**src/rtl/stopwatch_ctrl.sv**
```systemverilog
// Stopwatch run/pause/lap controller with a DIV-cycle prescaler driving an external mod-60 counter chain.
// Optional auto-stop on chain overflow: define STOPWATCH_AUTO_STOP_EN.
module stopwatch_ctrl #(
  parameter int unsigned DIV = 1000
) (
  input  logic       clk,
  input  logic       rst,
  input  logic       start_stop,
  input  logic       lap,
  input  logic       clear,
  input  logic       ovf,
  output logic       cnt_en,
  output logic       cnt_clr,
  output logic       lap_load,
  output logic       disp_hold,
  output logic [1:0] state,
  output logic       ovf_flag
);

  typedef enum logic [1:0] {
    IDLE  = 2'd0,
    RUN   = 2'd1,
    PAUSE = 2'd2,
    LAP   = 2'd3
  } state_t;

  localparam int PW = (DIV > 2) ? $clog2(DIV) : 1;

  state_t        state_reg, state_next;
  logic [PW-1:0] presc_reg, presc_next;
  logic          cnt_en_next, cnt_clr_next, lap_load_next, disp_hold_next, ovf_flag_next;
  logic          running, presc_last, auto_stop;

  assign running    = (state_reg == RUN) || (state_reg == LAP);
  assign presc_last = (presc_reg == PW'(DIV - 1));

`ifdef STOPWATCH_AUTO_STOP_EN
  assign auto_stop = ovf && running;
`else
  logic ovf_unused;
  assign ovf_unused = ovf;
  assign auto_stop  = 1'b0;
`endif

  always_comb begin
    state_next     = state_reg;
    presc_next     = presc_reg;
    cnt_clr_next   = 1'b0;
    lap_load_next  = 1'b0;
    disp_hold_next = disp_hold;
    ovf_flag_next  = ovf_flag;

    if (running)
      presc_next = presc_last ? '0 : presc_reg + PW'(1);

    case (state_reg)
      IDLE: begin
        if (clear) begin
          cnt_clr_next  = 1'b1;
          ovf_flag_next = 1'b0;
        end else if (start_stop) begin
          state_next = RUN;
          presc_next = '0;
        end
      end
      RUN, LAP: begin
        if (auto_stop) begin
          state_next     = PAUSE;
          disp_hold_next = 1'b0;
          ovf_flag_next  = 1'b1;
        end else if (start_stop) begin
          state_next     = PAUSE;
          disp_hold_next = 1'b0;
        end else if (lap) begin
          if (state_reg == RUN) begin
            state_next     = LAP;
            lap_load_next  = 1'b1;
            disp_hold_next = 1'b1;
          end else begin
            state_next     = RUN;
            disp_hold_next = 1'b0;
          end
        end
      end
      PAUSE: begin
        if (clear) begin
          state_next    = IDLE;
          presc_next    = '0;
          cnt_clr_next  = 1'b1;
          ovf_flag_next = 1'b0;
        end else if (start_stop) begin
          state_next = RUN;
        end
      end
      default: state_next = IDLE;
    endcase

    // A tick that coincides with leaving for PAUSE is dropped.
    cnt_en_next = running && presc_last && (state_next != PAUSE);
  end

  always_ff @(posedge clk or negedge rst) begin
    if (!rst) begin
      state_reg <= IDLE;
      presc_reg <= '0;
      cnt_en    <= 1'b0;
      cnt_clr   <= 1'b0;
      lap_load  <= 1'b0;
      disp_hold <= 1'b0;
      ovf_flag  <= 1'b0;
    end else begin
      state_reg <= state_next;
      presc_reg <= presc_next;
      cnt_en    <= cnt_en_next;
      cnt_clr   <= cnt_clr_next;
      lap_load  <= lap_load_next;
      disp_hold <= disp_hold_next;
      ovf_flag  <= ovf_flag_next;
    end
  end

  assign state = state_reg;

endmodule

```
**config.mk**
```make
export PLATFORM = sky130hd
export DESIGN_NAME = stopwatch_ctrl
export DESIGN_NICKNAME = d
export VERILOG_FILES = /design/src/rtl/stopwatch_ctrl.sv
export SDC_FILE = /design/constraint.sdc
export NUM_CORES = 1
export LEC_CHECK = 0
export ABC_AREA = 1
export CORE_MARGIN = 4
export CORE_UTILIZATION = 52
export DETAILED_ROUTE_END_ITERATION = 6
export PLACE_DENSITY = 0.77
export SLEW_MARGIN = 20
export SYNTH_ARGS = -nofsm -noshare
export SYNTH_HDL_FRONTEND = slang
export SYNTH_SLANG_ARGS = --single-unit
```
**constraint.sdc**
```tcl
create_clock -name clk -period 1.7 [get_ports clk]
set_clock_uncertainty 0.1 [all_clocks]
set_input_delay 0.17 -clock clk [delete_from_list [all_inputs] [get_ports clk]]
set_output_delay 0.17 -clock clk [all_outputs]
set_load 0.03 [all_outputs]
```
==> summary.txt <==
delay-heaviest family, CP = buffers and inverters
Post-synth EDFFs = 0
top-level I/O count = 13
port bufs = 10
initial antenna violation count = 0
register area share after synthesis = 44.8%
GRT Util Overall = 17.0%
Synth-to-Final Area Change = 17.1%
Largest stage delay, worst path = 0.68 ns
minimum clock period = 1.60 ns
Worst Setup End Kind = output pin
critical path launch point type = flip-flop
crit path cell chain = clkdlybuf4s50_1
Final setup viols = 0
detailed placement HPWL = 1390 microns
Remaining Overflow, GRT = 0
Initial Util = 57.4%
Final Slew Violations = 0
vias in the first global route = 746
largest net degree at the start of global routing = 17
core box area = 1560 sq um
Post-DRT Antenna Nets = 0
count leader, synth = nand2_1
M1 WL = 820 microns
Die W = 49.5 microns
die area = 2450 sq um
Hold Buf Count CTS = 0
Met3 Wirelength = 70 microns
synth cell count leaders = 25 x nand2_1, 21 x nor2_1, 16 x dfrtp_1
Setup TNS = 0 ns
Max IR drop VDD = 0.000621 V
gate count of the mapped netlist = 114
Routed WL = 1780 microns
Leakage = 0.520 nW
Num CTS Buffers = 3
Max Cap Viol = 0
Clock Sink Count = 16
max layer used = met4
Syn Nets = 121
slowest CP cell = clkdlybuf4s50_1
final hold vios = 0
Buf/Inv on CP = 1
routed wl met2 = 855 microns
Avg Vias per Cell = 5.20
Clock Tree Buf Depth = 2
Max Freq = 626 MHz
post-CTS setup buffer count = 0
DRT iter0 DRCs = 23
cell taking the most area after synthesis = dfrtp_1
synthesized area = 895 sq um
Primary FF master, synth = dfrtp_1
crit path max fanout = 2
Setup CP Type = reg2out
clock insertion delay at the later pin of the skew report = 0.29 ns
via count = 749
H-tree depth = 1
YS warnings = 0
WP data arrival = 1.33 ns
reg2reg path depth = 7
Detailed Routing Iterations Pass 1 = 4
Tot Pwr = 1.07 mW
RSZ-0062 raised after global routing = false
reg2reg setup slack = 0.27 ns
reg2reg start = presc_reg[0]$_DFF_PN0_
Yosys reg bits = 16
Area contributors post-synth = dfrtp_1 45%, nand2_1 10%, nor2_1 8.8%, inv_1 5.5%, nand2_2 4.2%
antenna cells = 0
fin crit share = 94.0%
Worst Hold Class = in2async
first-pass GRT wire length = 3190 microns
clk root buf = clkbuf_4
Post-layout nets = 136
WL per Instance = 12.4 microns
Post-route DRC = 0
Die H = 49.5 microns
post-CTS sizing = 0
Largest register FFs = 10
Synth cell types = 24
Pwr Density = 1020 nW/um^2
Cell Rows = 14
status = completed
Final GP Congestion = 0.845
CTS clk-pin slew, worst paths = 0.09 ns
Synth Area per Inst = 7.85 sq um
TritonCTS clock tree = built
Yosys top cell area share = 44.8%
critical path required time = 1.43 ns
share of layout cells above drive strength 1 = 15.6%
Post-synth ARST share = 100%
worst r2r dst = presc_reg[8]$_DFF_PN0_
[cells in the final DEF, fill, tap and decap left out]
cell / n
inv_2: 1
clkbuf_4: 3
nand3_1: 6
conb_1: 1
xnor2_1: 1
o21ai_1: 1
inv_8: 1
inv_1: 13
nor2_1: 21
nand4_1: 2
clkbuf_8: 1
nand2_1: 25
o21bai_1: 2
a21oi_1: 2
buf_4: 2
nand2_2: 6
dfrtp_1: 16
nor2_4: 2
o21ai_0: 4
nor2_2: 1
clkdlybuf4s50_1: 10
nand3_2: 3
xor2_1: 1
o211ai_1: 1
ha_1: 1
o221ai_1: 1
[logic make-up after synthesis]
kind of cell,count (synthesis),synth area share (%)
AND/OR/NAND/NOR,66,34.8
buffers and inverters,17,9.23
flip-flops,16,44.8
AO/OA/AOI/OAI,11,7.41
XOR/XNOR,2,1.96
adder cells (fa/ha/maj),1,1.40
other,1,0.419
[area by class of cell]
class	instances	area [sq um]
well taps	16	20.0
repair buffers	12	115
multi-input cells	81	412
clock buffers	4	36.3
inverters	15	63.8
flip-flops and latches	16	400
fillers	126	512
[through the flow]
stage                     utilization (%)  setup slack [ns]  cell area [sq um]  hold slack, ns  cells
final                                67.2             0.102               1050          0.0928    144
after global routing                 67.2            0.0703               1050           0.111    144
after CTS                            67.2            0.0976               1050           0.101    144
after detailed placement             64.8             0.130               1010           0.420    140
after global placement               64.8             0.156               1010           0.390    140
after floorplan                         -             0.267                895          -0.226    114
[worst register-to-register path, stage by stage, from the launching register on]
cell      delay (ns)
dfrtp_1         0.41
ha_1            0.23
nand2_2         0.11
nor2_4          0.12
nand3_2         0.10
o21bai_1        0.15
nand2_1         0.06
nor2_1          0.09
[layer usage]
layer,track usage [%],up-vias
li1,-,383
met1,21.8,346
met2,27.0,15
met3,3.92,5
met4,8.29,0
met5,0,-
[worst max path at each step]
stage	from	to	slack (ns)	depth (start not counted)
finish	state[1]$_DFF_PN0_	state[1]	0.10	1
global route	state[0]$_DFF_PN0_	state[0]	0.07	1
CTS	state[1]$_DFF_PN0_	state[1]	0.1	1
detailed placement	start_stop	presc_reg[9]$_DFF_PN0_	0.13	10
global placement	start_stop	presc_reg[9]$_DFF_PN0_	0.16	10
floorplan	state[0]$_DFF_PN0_	presc_reg[7]$_DFF_PN0_	0.27	8
[where the power goes]
group / internal (mW) / total [mW] / switching [mW]
registers: 0.429 / 0.470 / 0.0411
clock network: 0.131 / 0.255 / 0.124
logic: 0.126 / 0.348 / 0.222
total: 0.686 / 1.07 / 0.387
(Power assumes the default switching activity.)
